[src/rtl/vh_pow_pkg.sv]
// Shared types for the iterative integer power unit (vh_pow_iter).
//   state_e : control FSM states
//   sc_e    : special-case classification of an accepted operand pair
package vh_pow_pkg;

  typedef enum logic [1:0] {
    IDLE,
    RUN,
    DONE
  } state_e;

  typedef enum logic [2:0] {
    NONE,       // ordinary case, iterate
    ZERO_EXP,   // b == 0 -> 1
    UNDEF,      // 0 ** negative -> x
    ONE,        // 1 ** negative -> 1
    MINUS_ONE,  // -1 ** negative -> +/-1 by parity
    ZERO        // any other base ** negative -> 0
  } sc_e;

endpackage

[src/rtl/vh_pow_step.sv]
// One truncating square-and-multiply step, purely combinational.
//   acc_i       : running product
//   base_i      : current base power (a ** 2^k)
//   bit_i       : exponent bit k
//   acc_next_o  : acc_i * base_i when bit_i is set, else acc_i (truncated)
//   base_next_o : base_i squared (truncated)
module vh_pow_step #(
  parameter int Y_WIDTH = 8
) (
  input  logic [Y_WIDTH-1:0] acc_i,
  input  logic [Y_WIDTH-1:0] base_i,
  input  logic               bit_i,
  output logic [Y_WIDTH-1:0] acc_next_o,
  output logic [Y_WIDTH-1:0] base_next_o
);

  always_comb begin
    acc_next_o  = bit_i ? acc_i * base_i : acc_i;
    base_next_o = base_i * base_i;
  end

endmodule

[src/rtl/vh_pow_iter.sv]
// Iterative integer power: y = a ** b modulo 2^Y_WIDTH, with IEEE 1364-2005
// semantics for negative exponents. LSB-first square-and-multiply, one
// exponent bit per cycle; special cases resolve in a single cycle.
// Ports:
//   clk, rst            : clock, asynchronous active-high reset
//   in_valid / in_ready : operand handshake (ready only in IDLE)
//   a, b                : base and exponent, captured on accept
//   out_valid/out_ready : result handshake (valid only in DONE)
//   y, y_undef          : result and "result is x" flag (0 ** negative)
// Build option: define VH_POW_EARLY_EXIT_EN to leave RUN as soon as the
// remaining exponent bits are all zero; results are identical either way.
module vh_pow_iter
  import vh_pow_pkg::*;
#(
  parameter int A_WIDTH  = 8,
  parameter int B_WIDTH  = 8,
  parameter int Y_WIDTH  = 8,
  parameter int A_SIGNED = 0,
  parameter int B_SIGNED = 0
) (
  input  logic               clk,
  input  logic               rst,
  input  logic               in_valid,
  output logic               in_ready,
  input  logic [A_WIDTH-1:0] a,
  input  logic [B_WIDTH-1:0] b,
  output logic               out_valid,
  input  logic               out_ready,
  output logic [Y_WIDTH-1:0] y,
  output logic               y_undef
);

  localparam int CW = $clog2(B_WIDTH + 1);

  state_e             state_q, state_d;
  logic [Y_WIDTH-1:0] acc_q, acc_d;
  logic [Y_WIDTH-1:0] base_q, base_d;
  logic [B_WIDTH-1:0] exp_q, exp_d;
  logic [CW-1:0]      cnt_q, cnt_d;
  logic               undef_q, undef_d;

  logic [64:0]        a_wide;
  logic [Y_WIDTH-1:0] a_ext;
  logic               b_neg;
  sc_e                sc;
  logic [Y_WIDTH-1:0] special_y;
  logic [Y_WIDTH-1:0] acc_step, base_step;
  logic               last_step;

  // The base is classified on its full extended value so that a base wider
  // than Y_WIDTH is not mistaken for 0/1/-1 after truncation.
  always_comb begin
    if (A_SIGNED != 0) a_wide = {{(65-A_WIDTH){a[A_WIDTH-1]}}, a};
    else               a_wide = {{(65-A_WIDTH){1'b0}}, a};
  end

  assign a_ext = a_wide[Y_WIDTH-1:0];
  assign b_neg = (B_SIGNED != 0) && b[B_WIDTH-1];

  always_comb begin
    sc = NONE;
    if (b == '0)                sc = ZERO_EXP;
    else if (b_neg) begin
      if (a_wide == '0)         sc = UNDEF;
      else if (a_wide == 65'd1) sc = ONE;
      else if (a_wide == '1)    sc = MINUS_ONE;
      else                      sc = ZERO;
    end
  end

  always_comb begin
    case (sc)
      ZERO_EXP, ONE: special_y = Y_WIDTH'(1);
      MINUS_ONE:     special_y = b[0] ? '1 : Y_WIDTH'(1);
      default:       special_y = '0;
    endcase
  end

  vh_pow_step #(.Y_WIDTH(Y_WIDTH)) u_step (
    .acc_i      (acc_q),
    .base_i     (base_q),
    .bit_i      (exp_q[0]),
    .acc_next_o (acc_step),
    .base_next_o(base_step)
  );

`ifdef VH_POW_EARLY_EXIT_EN
  assign last_step = (cnt_q == CW'(B_WIDTH - 1)) || ((exp_q >> 1) == '0);
`else
  assign last_step = (cnt_q == CW'(B_WIDTH - 1));
`endif

  always_comb begin
    state_d = state_q;
    acc_d   = acc_q;
    base_d  = base_q;
    exp_d   = exp_q;
    cnt_d   = cnt_q;
    undef_d = undef_q;
    case (state_q)
      IDLE: begin
        if (in_valid) begin
          undef_d = (sc == UNDEF);
          if (sc == NONE) begin
            acc_d   = Y_WIDTH'(1);
            base_d  = a_ext;
            exp_d   = b;
            cnt_d   = '0;
            state_d = RUN;
          end else begin
            acc_d   = special_y;
            state_d = DONE;
          end
        end
      end
      RUN: begin
        acc_d  = acc_step;
        base_d = base_step;
        exp_d  = exp_q >> 1;
        cnt_d  = cnt_q + CW'(1);
        if (last_step) state_d = DONE;
      end
      DONE: begin
        if (out_ready) begin
          state_d = IDLE;
          undef_d = 1'b0;
        end
      end
      default: state_d = IDLE;
    endcase
  end

  always_ff @(posedge clk or posedge rst) begin
    if (rst) begin
      state_q <= IDLE;
      acc_q   <= '0;
      base_q  <= '0;
      exp_q   <= '0;
      cnt_q   <= '0;
      undef_q <= 1'b0;
    end else begin
      state_q <= state_d;
      acc_q   <= acc_d;
      base_q  <= base_d;
      exp_q   <= exp_d;
      cnt_q   <= cnt_d;
      undef_q <= undef_d;
    end
  end

  assign in_ready  = (state_q == IDLE);
  assign out_valid = (state_q == DONE);
  assign y         = acc_q;
  assign y_undef   = undef_q;

endmodule
[config.mk]
export PLATFORM = sky130hd
export DESIGN_NAME = vh_pow_iter
export DESIGN_NICKNAME = d
export VERILOG_FILES = /design/src/rtl/vh_pow_pkg.sv /design/src/rtl/vh_pow_step.sv /design/src/rtl/vh_pow_iter.sv
export SDC_FILE = /design/constraint.sdc
export NUM_CORES = 1
export LEC_CHECK = 0
export ABC_AREA = 0
export CORE_UTILIZATION = 50
export CTS_CLUSTER_DIAMETER = 30
export CTS_CLUSTER_SIZE = 8
export DETAILED_ROUTE_END_ITERATION = 8
export GPL_TIMING_DRIVEN = 0
export PLACE_DENSITY = 0.71
export SLEW_MARGIN = 30
export SYNTH_ARGS = -nofsm -noshare
export SYNTH_HDL_FRONTEND = slang
export SYNTH_HIERARCHICAL = 1
export SYNTH_SLANG_ARGS = --single-unit
[constraint.sdc]
create_clock -name clk -period 6.4 [get_ports clk]
set_input_delay 0.64 -clock clk [delete_from_list [all_inputs] [get_ports clk]]
set_output_delay 0.64 -clock clk [all_outputs]
set_load 0.01 [all_outputs]
==> impl_results.md, run 1 <==
- Status: finished clean
- Nets: 449
- Horiz. Die Dim: 81.51 um
- Slew margin rel.: 57.55%
- Hold WC Path Type: flip-flop to flip-flop
- Die Span Y: 81.51 um
- RSZ-0062 raised after global routing: no
- Ports: 31
- Longest Clk Path Bufs: 2
- Setup Fix Bufs, Post-CTS: 0
- Slew of the pin with the lowest slew margin: 0.6358 ns
- CTS Hold Buffers Added: 0
- Total die area: 6643 sq um
- Critical path data arrival time: 4.73 ns
- Post-route ant nets: 0
- Initial DRC Count: 83
- Ranking of synthesized cells by area: dfrtp_1 24%, fa_1 13%, ha_1 11%, inv_1 5.7%, a211oi_1 5.2%
- Critical path class: flip-flop to flip-flop
- Tot GR Track Use: 23.05%
- Max-Cap Viols: 0
- Vias per cell: 5.374
- Largest net degree at the start of global routing: 31
- CTS buffer count: 5
- CP endpoint kind: flip-flop
- Routed via count: 2445
- Cell Rows: 28
- Post-route clock period utilization: 71.28%
- Final Hold Viols: 0
- R2r endpoint: y[7]
- Commonest cells after routing, fill and taps aside: 47 x inv_1, 35 x nor2_1, 30 x dfrtp_1, 29 x ha_1, 29 x clkdlybuf4s50_1
- Final setup vio count: 0
- Most frequent cell on the critical path: fa_1
- Skew-Pair Late Insertion Delay: 0.28 ns
- Count of cell types in the netlist: 39
- Grt ovf: 0
- HPWL after DPL: 5103 um
- Critical-path top delay cell: fa_1
- Syn Inst Count: 341
- Most common cell after layout, fill and taps aside: inv_1
- Vias in the first global route: 2456
- Max Clock Freq: 219.2 MHz
- Diodes inserted: 0
- CTS root buffer: clkbuf_8
- Syn Area/Cell: 9.268 sq um
- WP data required: 6.57 ns
- WL/cell: 14.81 um
- Reg2reg start: base_q[2]
- Layout area overhead: 15.28%
- Netlist Area Pre-Place: 3161 sq um
- DR DRC count: 0
- Critical Path Source Type: flip-flop
- Crit-path max FO: 10
- Post_cts resized: 0
- Initial antenna violation count: 0
- Core Area: 6026 sq um
- Sum of negative setup slack: 0 ns
- Worst Hold End: cnt_q[3]
- First-pass GRT wire length: 11640 um
- Setup Skew: 0.007856 ns
- # H-tree levels: 2
- Ys Warns: 6
- Crit path max-delay family: adder cells
- Routability cong.: 0.8375
- CTS tree: done
- Synthesized flop and latch total: 30
- R2R Setup Slk: 1.84 ns
- CP Buf/Inv Count: 3
- R2R depth: 14
- TritonCTS Sinks: 30
- Slowest Stage Delay on Critical Path: 0.54 ns
- Layout cells sized above 1: 10.26%
- Post-synthesis sequential area ratio: 23.75%
- Synth top area share: 23.75%
- Worst hold start: cnt_q[3]
- Slew Viols, Final: 0
- Routed WL: 6738 um
- Port bufs: 29
- DR pass1 iterations: 4
- Crit-path cells: clkbuf_1 > nand2_1 > fa_1 > fa_1 > inv_1 > fa_1 > inv_1 > fa_1 > xor2_1 > xnor3_1 > xnor3_1 > xnor3_1 > mux2_4 > a22o_1
- Initial Utilization: 52.45%
- Post-synth top area cell: dfrtp_1
- Post-layout minimum cycle time: 4.562 ns
- Clock slew at reported path FFs: 0.07 ns
- Hold Path Depth: 2
==> sequential cells by signal, summed over array words and instances (netlist names) <==
name	flops
state_q	2
base_q	8
exp_q	8
y	8
cnt_q	4
==> logic make-up after synthesis <==
family | Yosys count | synth area share [%]
compound gates | 64 | 15.84
xor+xnor | 22 | 7.403
fa+ha+maj | 50 | 24.78
buf+inv | 67 | 9.501
flops | 30 | 23.75
mux | 6 | 2.256
other cells | 2 | 0.2376
simple gates | 100 | 16.23
==> cell usage after synthesis <==
| library cell | number |
|---|---|
| inv_1 | 48 |
| and2_1 | 26 |
| buf_2 | 6 |
| nor2b_1 | 4 |
| nor4_4 | 2 |
| a211oi_2 | 8 |
| mux2_4 | 1 |
| xnor2_1 | 16 |
| nand2b_1 | 4 |
| mux2_2 | 5 |
| clkbuf_1 | 5 |
| nor3b_1 | 1 |
| nor2_1 | 35 |
| a211o_2 | 1 |
| buf_6 | 3 |
| a21boi_0 | 1 |
| ha_1 | 29 |
| o21ai_0 | 4 |
| conb_1 | 2 |
| or3b_1 | 1 |
| a22o_1 | 7 |
| xnor3_1 | 3 |
| a21oi_1 | 8 |
| nand3_1 | 1 |
| and3b_1 | 1 |
| a211oi_1 | 22 |
| a22oi_1 | 2 |
| o311ai_1 | 1 |
| xor2_1 | 3 |
| dfrtp_1 | 30 |
| fa_1 | 21 |
| nand2_1 | 24 |
| o221ai_1 | 1 |
| o21bai_1 | 2 |
| or3_1 | 1 |
| buf_4 | 5 |
| a21o_1 | 4 |
| o21ai_1 | 2 |
| a32oi_1 | 1 |
==> worst reg2reg max path: stages (launching register included) <==
cell	delay (ns)
dfrtp_1	0.42
clkbuf_1	0.37
nand2_1	0.12
fa_1	0.41
fa_1	0.54
inv_1	0.05
fa_1	0.48
inv_1	0.06
fa_1	0.43
xor2_1	0.18
xnor3_1	0.34
xnor3_1	0.38
xnor3_1	0.21
mux2_4	0.26
a22o_1	0.20
==> worst max path at each step <==
stage / from / endpoint / slack [ns] / cells after the start
floorplan: base_q[2] / y[7] / 2.18 / 14
global placement: base_q[2] / y[7] / 1.86 / 14
detailed placement: base_q[2] / y[7] / 1.86 / 14
CTS: base_q[2] / y[7] / 1.84 / 14
global route: base_q[2] / y[7] / 1.70 / 14
finish: base_q[2] / y[7] / 1.84 / 14
==> routing by layer <==
metal	vias to the layer above	routed length [um]	GRT usage (%)
li1	1198	-	-
met1	1190	3181	32.13
met2	49	3297	37.75
met3	8	193	2.889
met4	0	66	5.893
met5	-	0	0
==> stage by stage <==
| stage | hold slack (ns) | setup WS (ns) | instance area [sq um] | instances | utilization, % |
|---|---|---|---|---|---|
| after floorplan | 0.4840 | 2.180 | 3168 | 343 | - |
| after global placement | 0.5234 | 1.861 | 3552 | 447 | 58.95 |
| after detailed placement | 0.5266 | 1.860 | 3552 | 447 | 58.95 |
| after CTS | 0.5409 | 1.841 | 3643 | 455 | 60.47 |
| after global routing | 0.5954 | 1.699 | 3643 | 455 | 60.47 |
| final | 0.5453 | 1.838 | 3643 | 455 | 60.47 |
==> area by class of cell <==
cell class / count / area (sq um)
sequential: 30 / 750.7
inverter: 48 / 180.2
buffer: 19 / 120.1
clock buffer: 7 / 86.33
clock inverter: 1 / 5.005
multi-input combinational: 246 / 2117
fill: 546 / 2382
timing repair buffer: 29 / 290.3
tap: 75 / 93.84
Power of run 1 is left out: the tool's default activity adds up to more than one toggle a clock period on the data nets, which glitch-free logic cannot reach.
==> inputs of run 2 (changes only) <==
--- a/config.mk
+++ b/config.mk
@@ -11,7 +11,7 @@
 export CTS_CLUSTER_SIZE = 8
 export DETAILED_ROUTE_END_ITERATION = 8
 export GPL_TIMING_DRIVEN = 0
-export PLACE_DENSITY = 0.71
+export PLACE_DENSITY = 0.74
 export SLEW_MARGIN = 30
 export SYNTH_ARGS = -nofsm -noshare
 export SYNTH_HDL_FRONTEND = slang
==> constraint.sdc (replaced) <==
create_clock -name clk -period 3.81 [get_ports clk]
set_input_delay 0.381 -clock clk [delete_from_list [all_inputs] [get_ports clk]]
set_output_delay 0.381 -clock clk [all_outputs]
set_load 0.01 [all_outputs]
==> impl_results.md, run 2 (synthesized netlist as in run 1, its figures left out) <==
- Status: finished clean
- # H-tree levels: 2
- Post-route clock period utilization: 99.37%
- Crit path max-delay family: adder cells
- Pre-CTS WS: -0.2182 ns
- Critical path data arrival time: 3.95 ns
- Horiz. Die Dim: 81.51 um
- Setup Skew: 0.01014 ns
- Vias in the first global route: 2551
- Slowest Stage Delay on Critical Path: 0.52 ns
- Largest net degree at the start of global routing: 31
- Fin worst setup slack: 0.02391 ns
- Skew-Pair Late Insertion Delay: 0.28 ns
- WP data required: 3.97 ns
- First-pass GRT wire length: 12050 um
- Initial Utilization: 52.45%
- Post-layout minimum cycle time: 3.786 ns
- Routability cong.: 0.7753
- Slew margin rel.: 58.38%
- Initial antenna violation count: 0
- DP Area: 3588 sq um
- CP Buf/Inv Count: 4
- Design area: 3895 sq um
- Max-Cap Viols: 0
- Critical-path top delay cell: fa_2
- TritonCTS Sinks: 30
- FILL cells: 498
- Crit-path cells: buf_6 > nand2_1 > fa_2 > fa_1 > inv_1 > fa_1 > inv_1 > fa_2 > inv_2 > ha_4 > a21oi_4 > xnor3_1 > mux2_4 > a22o_1
- Fin util: 64.64%
- Slew of the pin with the lowest slew margin: 0.6234 ns
- Final Hold Viols: 0
- HPWL after DPL: 5134 um
- CP endpoint kind: flip-flop
- Clock slew at reported path FFs: 0.07 ns
- CTS root buffer: clkbuf_8
- Hold WC Path Type: input pin to async pin
- Commonest cells after routing, fill and taps aside: 44 x inv_1, 35 x nor2_1, 29 x clkdlybuf4s50_1, 26 x and2_1, 24 x ha_1
- Layout cells sized above 1: 20.76%
- Nets: 464
- WL/cell: 14.84 um
- CTS tree: done
- Layout area overhead: 23.24%
- Core Area: 6026 sq um
- Crit-path max FO: 3
- DR DRC count: 0
- Critical path class: flip-flop to flip-flop
- Initial DRC Count: 84
- DR pass1 iterations: 4
- Max Clock Freq: 264.1 MHz
- Final setup vio count: 0
- Sum of negative setup slack: 0 ns
- Routed WL: 6977 um
- Total die area: 6643 sq um
- Ports: 31
- Longest Clk Path Bufs: 2
- Tot GR Track Use: 24.03%
- Post-route ant nets: 0
- Slew Viols, Final: 0
- Die Span Y: 81.51 um
- RSZ-0062 raised after global routing: yes
- Cell Rows: 28
- Most common cell after layout, fill and taps aside: inv_1
- CTS Hold Buffers Added: 0
- Port bufs: 29
- Critical Path Source Type: flip-flop
- CTS buffer count: 5
- Routed via count: 2499
- Grt ovf: 0
- Diodes inserted: 0
- Vias per cell: 5.317
-- run 2: changes by cell type in the layout (fill, tap and decap cells not counted), moves of 5 or more --
| cell | before | now |
|---|---|---|
| ha_1 | 29 | 24 |
| dfrtp_1 | 30 | 22 |
| buf_4 | 5 | 20 |
| dfrtp_2 | 0 | 8 |
-- run 2: what timing repair did --
item | 4_1_cts | 5_1_grt
setup endpoints to repair | 3 | 3
buffers inserted | 12 | 3
gates resized for setup | 18 | 11
pin swaps | 12 | 4
endpoints found under the hold margin | 0 | 0
-- run 2: final cells by class --
class                      instances  area (sq um)  share of cell area, %
clock inverter                     1         5.005                 0.1285
multi-input combinational        246          2220                  56.99
buffer                            19         142.6                  3.662
tap                               75         93.84                  2.409
inverter                          48         180.2                  4.626
sequential                        30         760.7                  19.53
clock buffer                       7         86.33                  2.217
timing repair buffer              44         406.6                  10.44
-- run 2: routing by layer --
layer | global-route usage [%] | share of wire, % | routed length [um] | vias to the layer above
met3 | 2.667 | 2.3 | 162 | 7
met4 | 7.679 | 1.3 | 92 | 0
li1 | - | - | - | 1216
met1 | 31.61 | 45 | 3163 | 1234
met2 | 41.17 | 51 | 3559 | 42
met5 | 0 | 0 | 0 | -
-- run 2: path summary, 6_finish.rpt --
check / from / to / slack, ns / cells past startpoint
setup reg to reg: base_q[3] / y[7] / 0.02 / 14
min in group clk: exp_q[7] / exp_q[7] / 0.54 / 2
setup / recovery: base_q[3] / y[7] / 0.02 / 14
max in group asynchronous: rst / y[1] / 2.86 / 2
hold / removal: rst / y[5] / 0.50 / 2
hold reg to reg: exp_q[7] / exp_q[7] / 0.54 / 2
-- run 2: stage by stage --
step / std cells / hold slack [ns]
global route: 470 / 0.5741
detailed placement: 447 / 0.5358
floorplan: 343 / 0.4717
finish: 470 / 0.4956
CTS: 467 / 0.5192
global placement: 447 / 0.5231
Power of run 2 is left out for the same reason.
